File: src/rtl/mac_cmd_feeder_if.sv
// Host command channel into the MAC command feeder: valid/ready handshake
// carrying one instruction code and two 16-bit operands.
interface mac_cmd_feeder_if;
    logic        cmd_valid;
    logic        cmd_ready;
    logic [2:0]  cmd_instr;
    logic [15:0] cmd_mplier;
    logic [15:0] cmd_mcand;

    modport master (output cmd_valid, cmd_instr, cmd_mplier, cmd_mcand, input cmd_ready);
    modport slave  (input cmd_valid, cmd_instr, cmd_mplier, cmd_mcand, output cmd_ready);
endinterface

File: src/rtl/mac_cmd_feeder.sv
// Command FIFO + issue FSM feeding a 16x16 MAC one instruction per clock.
// Optional: `define MAC_CLR_ON_START_EN inserts a clear instruction at the start of each burst.
module mac_cmd_feeder #(
    parameter int DEPTH     = 4,
    parameter int AW        = 2,
    parameter int DRAIN_CYC = 2
) (
    input  logic              clk,
    input  logic              reset_n,
    mac_cmd_feeder_if.slave   cmd,
    input  logic              hold,
    input  logic              out_ready,
    output logic [2:0]        instruction,
    output logic [15:0]       multiplier,
    output logic [15:0]       multiplicand,
    output logic              stall,
    output logic              busy,
    output logic              flush_done,
    output logic [AW:0]       level,
    output logic [15:0]       issued_cnt
);

    localparam int          CW        = $clog2(DRAIN_CYC + 1);
    localparam logic [AW:0] FULL      = (AW + 1)'(DEPTH);
    localparam logic [2:0]  NOP_INSTR = 3'b010;
    localparam logic [2:0]  CLR_INSTR = 3'b000;

    typedef enum logic [1:0] {IDLE, ISSUE, DRAIN} state_t;

    typedef struct packed {
        logic [2:0]  instr;
        logic [15:0] mplier;
        logic [15:0] mcand;
    } cmd_t;

    cmd_t          mem [DEPTH];
    state_t        state;
    logic [AW-1:0] wr_ptr;
    logic [AW-1:0] rd_ptr;
    logic [AW:0]   level_nxt;
    logic [CW-1:0] drain_cnt;
    logic          push;
    logic          pop;
    logic          clr_now;

    assign cmd.cmd_ready = (level != FULL);
    assign busy          = (state != IDLE);
    assign push          = cmd.cmd_valid && cmd.cmd_ready;

`ifdef MAC_CLR_ON_START_EN
    logic clr_pend;

    // The clear occupies the first issue slot of a burst, so popping waits behind it.
    assign clr_now = clr_pend && (state == ISSUE) && !hold && out_ready;
    assign pop     = (state == ISSUE) && (level != '0) && !hold && out_ready && !clr_pend;
`else
    assign clr_now = 1'b0;
    assign pop     = (state == ISSUE) && (level != '0) && !hold && out_ready;
`endif

    always_comb begin
        level_nxt = level;
        if (push && !pop)
            level_nxt = level + (AW + 1)'(1);
        else if (pop && !push)
            level_nxt = level - (AW + 1)'(1);
    end

    // Payload storage carries no reset; only pointers and occupancy define validity.
    always_ff @(posedge clk) begin
        if (push)
            mem[wr_ptr] <= '{instr: cmd.cmd_instr, mplier: cmd.cmd_mplier, mcand: cmd.cmd_mcand};
    end

    always_ff @(posedge clk or negedge reset_n) begin
        if (!reset_n) begin
            state        <= IDLE;
            wr_ptr       <= '0;
            rd_ptr       <= '0;
            level        <= '0;
            drain_cnt    <= '0;
            instruction  <= NOP_INSTR;
            multiplier   <= '0;
            multiplicand <= '0;
            stall        <= 1'b1;
            flush_done   <= 1'b0;
            issued_cnt   <= '0;
`ifdef MAC_CLR_ON_START_EN
            clr_pend     <= 1'b0;
`endif
        end else begin
            stall      <= ~out_ready;
            flush_done <= 1'b0;
            level      <= level_nxt;

            if (push)
                wr_ptr <= wr_ptr + 1'b1;

            if (pop) begin
                rd_ptr       <= rd_ptr + 1'b1;
                instruction  <= mem[rd_ptr].instr;
                multiplier   <= mem[rd_ptr].mplier;
                multiplicand <= mem[rd_ptr].mcand;
                issued_cnt   <= issued_cnt + 16'd1;
            end else begin
                instruction  <= clr_now ? CLR_INSTR : NOP_INSTR;
                multiplier   <= '0;
                multiplicand <= '0;
            end

`ifdef MAC_CLR_ON_START_EN
            if (clr_now)
                clr_pend <= 1'b0;
`endif

            case (state)
                IDLE: begin
                    if (level != '0) begin
                        state <= ISSUE;
`ifdef MAC_CLR_ON_START_EN
                        clr_pend <= 1'b1;
`endif
                    end
                end
                ISSUE: begin
                    if (level_nxt == '0) begin
                        state     <= DRAIN;
                        drain_cnt <= CW'(DRAIN_CYC);
                    end
                end
                DRAIN: begin
                    // A fresh command outranks drain completion: resume issuing, no flush pulse.
                    if (push) begin
                        state <= ISSUE;
                    end else if (out_ready) begin
                        if (drain_cnt == CW'(1)) begin
                            state      <= IDLE;
                            flush_done <= 1'b1;
                        end else begin
                            drain_cnt <= drain_cnt - CW'(1);
                        end
                    end
                end
                default: state <= IDLE;
            endcase
        end
    end

endmodule

File: src/flat_wrapper.sv
// flat-port wrapper written by rule: the top's interface ports become plain ports
module mac_cmd_feeder_flat 
#(
    parameter int DEPTH     = 4,
    parameter int AW        = 2,
    parameter int DRAIN_CYC = 2
)
  (clk, reset_n, hold, out_ready, instruction, multiplier, multiplicand, stall, busy, flush_done, level, issued_cnt, cmd_cmd_valid, cmd_cmd_instr, cmd_cmd_mplier, cmd_cmd_mcand, cmd_cmd_ready);
  mac_cmd_feeder_if cmd_i ();
  input  logic clk;
  input  logic reset_n;
  input  logic hold;
  input  logic out_ready;
  output logic [2:0] instruction;
  output logic [15:0] multiplier;
  output logic [15:0] multiplicand;
  output logic stall;
  output logic busy;
  output logic flush_done;
  output logic [AW:0] level;
  output logic [15:0] issued_cnt;
  input wire logic [$bits(cmd_i.cmd_valid)-1:0] cmd_cmd_valid;
  input wire logic [$bits(cmd_i.cmd_instr)-1:0] cmd_cmd_instr;
  input wire logic [$bits(cmd_i.cmd_mplier)-1:0] cmd_cmd_mplier;
  input wire logic [$bits(cmd_i.cmd_mcand)-1:0] cmd_cmd_mcand;
  output wire logic [$bits(cmd_i.cmd_ready)-1:0] cmd_cmd_ready;
  assign cmd_i.cmd_valid = cmd_cmd_valid;
  assign cmd_i.cmd_instr = cmd_cmd_instr;
  assign cmd_i.cmd_mplier = cmd_cmd_mplier;
  assign cmd_i.cmd_mcand = cmd_cmd_mcand;
  assign cmd_cmd_ready = cmd_i.cmd_ready;
  mac_cmd_feeder #(.DEPTH(DEPTH), .AW(AW), .DRAIN_CYC(DRAIN_CYC)) u_core (.clk(clk), .reset_n(reset_n), .cmd(cmd_i), .hold(hold), .out_ready(out_ready), .instruction(instruction), .multiplier(multiplier), .multiplicand(multiplicand), .stall(stall), .busy(busy), .flush_done(flush_done), .level(level), .issued_cnt(issued_cnt));
endmodule
File: config.mk
export PLATFORM = sky130hd
export DESIGN_NAME = mac_cmd_feeder_flat
export DESIGN_NICKNAME = d
export VERILOG_FILES = /design/src/rtl/mac_cmd_feeder_if.sv /design/src/rtl/mac_cmd_feeder.sv /design/src/flat_wrapper.sv
export SDC_FILE = /design/constraint.sdc
export NUM_CORES = 1
export LEC_CHECK = 0
export CAP_MARGIN = 20
export CORE_AREA = 5 5 90 176
export CTS_BUF_LIST = sky130_fd_sc_hd__clkbuf_16
export DETAILED_ROUTE_END_ITERATION = 6
export DIE_AREA = 0 0 95 181
export HOLD_SLACK_MARGIN = 0.03
export PLACE_DENSITY = 0.77
export SYNTH_ARGS = -nofsm -noshare
export SYNTH_HDL_FRONTEND = slang
export SYNTH_SLANG_ARGS = --single-unit
File: constraint.sdc
create_clock -name clk -period 3.7 [get_ports clk]
set_clock_uncertainty 0.1 [all_clocks]
set_input_delay 0.74 -clock clk [delete_from_list [all_inputs] [get_ports clk]]
set_output_delay 0.74 -clock clk [all_outputs]
set_load 0.01 [all_outputs]
==> flow_summary_export.csv <==
group,metric,value,unit
die,coreArea,14270,sq um
synthesis,synth_ff_type,"edfxtp_1",
synthesis,synth_area,7691,sq um
routing,drt_iter0_markers,257,
sta,final-setup-viol-count,0,
sta,finalCritPeriodShare,73.86,%
cells_and_area,layout-drive-gt1-share,15.33,%
synthesis,ys_types,43,
setup_path,slowest_stage,"clkdlybuf4s50_1",
sta,worst_pin_slew,0.9403,ns
global_routing,overflow,0,
power,irDropWorstVdd,456.2,uV
setup_path,crit_type,"reg2out",
placed_design,place.gp.congestion,0.7537,
die,die_h,181,um
sta,hold_viol_final,0,
die,dieWidth,95,um
global_routing,grt_pass1_vias,4240,
routing,first_pass_iters,4,
sta,rsz0062_at_grt,"false",
sta,min_period,2.733,ns
power,power_density,692.7,nW/um^2
hold_path,hp-class,"in2async",
setup_path,crit_path_end_kind,"output pin",
power,finalPower,6.512,mW
setup_path,cpLargestDelayFamily,"buffers and inverters",
cells_and_area,post-route-util,65.87,%
routing,post-route-drc-count,0,
cells_and_area,regArea,5811,sq um
clocking,clk_latency,0.46,ns
synthesis,async_flop_share,31.37,%
setup_path,crit_chain,"inv_1, ha_1, nand2_1, clkdlybuf4s50_1",
die,io_pins,98,
setup_path,critPathMaxStageDelay,0.53,ns
clocking,tritoncts,"yes",
setup_path,crit_path_max_fanout,5,
status,status,"finished clean",
flow_run,maxCapViolations,0,
global_routing,grt_max_degree,65,
placed_design,numPortBuffers,97,
synthesis,synth_nets,453,
synthesis,synth_top_family_by_area,"multiplexers",
cells_and_area,multiInputGateArea,1753,sq um
synthesis,muxShareOfSynthArea,10.51,%
global_routing,grt_pass1_wl,22.78,mm
synthesis,yosysWarningCount,0,
clocking,numCtsBuffers,17,
routing,wl_per_cell,20.04,um
die,dieArea,17200,sq um
cells_and_area,diodes,0,
synthesis,synthCells,404,
clocking,cts_buffer_depth,3,
setup_path,required,2.86,ns
power,power_leakage,3.579,nW
global_routing,antenna_found_initial,0,
clocking,cts_setup_buffers,0,
die,start_util,53.88,%
clocking,clkSinkCount,204,
clocking,holdBufCountCts,0,
clocking,clkSlewWorstSetupHoldPaths,0.07,ns
synthesis,yosys.area_share.simple,6.946,%
sta,slew-limit-headroom,37.31,%
synthesis,synth_seq_cells,204,
sta,drv_slew,0,
sta,hold_slack,0.2645,ns
cells_and_area,nets,561,
synthesis,yosys.area_share.adder,1.464,%
placed_design,dpl.hpwl,9.435,mm
routing,avgViaCountPerCell,5.493,
synthesis,synth_xor_area_share,2.164,%
routing,num_vias,3922,
synthesis,synth_compound_area_share,1.643,%
clocking,cts_root_buffer,"clkbuf_16",
routing,wirelength,14.31,mm
sta,tns,0,ns
setup_path,cp.arrival,1.89,ns
setup_path,worst-path-buf-inv,2,
clocking,post_cts_resized,0,
die,rows,62,
setup_path,start_kind,"flop",
synthesis,synth_edf_count,140,
sta,clock.fmax,365.9,MHz
cells_and_area,fillerInstances,1008,
cells_and_area,area_growth_syn_to_layout,22.24,%
clocking,htreeDepth,1,
synthesis,syn_avg_cell_area,19.04,sq um
global_routing,grt_util_all_layers,17.40,%
routing,ant_nets,0,
synthesis,yosysSeqAreaShare,75.52,%
[power by group]
part           switching [mW]  internal [mW]
combinational           0.762          0.880
clock                   0.719          0.900
sequential              0.325           2.93
total                    1.81           4.71
[cell usage after synthesis (all sizes together) (4+ instances only)]
master  count  area share (%)
nand3       4            0.26
nor2        7            0.34
xnor2      17             1.9
mux4       35              10
edfxtp    140              55
inv         8            0.39
ha          9             1.5
buf        10            0.88
nand2      14            0.68
clkbuf     10            0.49
dfrtp      62              20
nand4      10            0.89
and3       39             3.2
and2        4            0.33
[cell usage in the layout (no fill, tap or decap), drive strengths merged, types with 10 or more instances in the layout]
master	n
inv	17
clkdlybuf4s50	96
nand4	10
mux4	35
buf	13
edfxtp	140
and3	39
xnor2	17
nand2	14
clkbuf	17
dfrtp	62
[layer usage]
layer  vias to the layer above  track usage [%]  routed length (um)
met4                         0            5.032                 287
li1                       1784                -                   -
met5                         -                0                   0
met3                        23            2.498                 588
met1                      2020            20.81                5269
met2                        95            31.90                8166
[stage by stage]
| stage | cells | area [sq um] | setup WS (ns) |
|---|---|---|---|
| 3_3_place_gp | 685 | 8905 | 0.6996 |
| 2_1_floorplan | 404 | 7691 | 0.9877 |
| 5_1_grt | 714 | 9402 | 0.8920 |
| 6_report | 714 | 9402 | 0.9670 |
| 4_1_cts | 714 | 9402 | 0.9578 |
| 3_5_place_dp | 685 | 8905 | 0.7089 |
[registers in the layout, indices dropped and copies added, names as in the netlist, 2 cells and up]
name,count
u_core.drain_cnt,2
u_core.instruction,3
u_core.issued_cnt,16
u_core.level,3
u_core.mem,140
u_core.multiplicand,16
u_core.multiplier,16
u_core.rd_ptr,2
u_core.state,2
u_core.wr_ptr,2
[layout make-up]
type | count | area share [%]
clock buffer | 17 | 4.525
timing repair buffer | 109 | 11.39
sequential | 204 | 61.80
tap | 192 | 2.555
inverter | 8 | 0.3194
clock inverter | 12 | 0.7586
multi-input combinational | 172 | 18.65
[kinds of logic (layout without fill, tap and decap cells)]
| group | count (synthesis) | after routing |
|---|---|---|
| adders and majority gates | 9 | 9 |
| buffers and inverters | 28 | 146 |
| AOI/OAI and AO/OA | 16 | 16 |
| xor gates and xnor gates | 19 | 19 |
| and+or+nand+nor | 91 | 91 |
| DFF | 204 | 204 |
| muxes | 37 | 37 |
[worst paths after layout]
kind	startpoint	to	slack, ns	cells after the start
min	reset_n	u_core.flush_done	0.26	1
min reg2reg	u_core.issued_cnt[15]	u_core.issued_cnt[15]	0.36	1
max reg2reg	u_core.level[0]	u_core.mem[0][11]	1.31	6
min in group clk	u_core.issued_cnt[15]	u_core.issued_cnt[15]	0.36	1
max	u_core.level[0]	cmd_cmd_ready	0.97	4
max in group asynchronous	reset_n	u_core.rd_ptr[1]	2.66	1
Power figures use the tool's default switching activity.
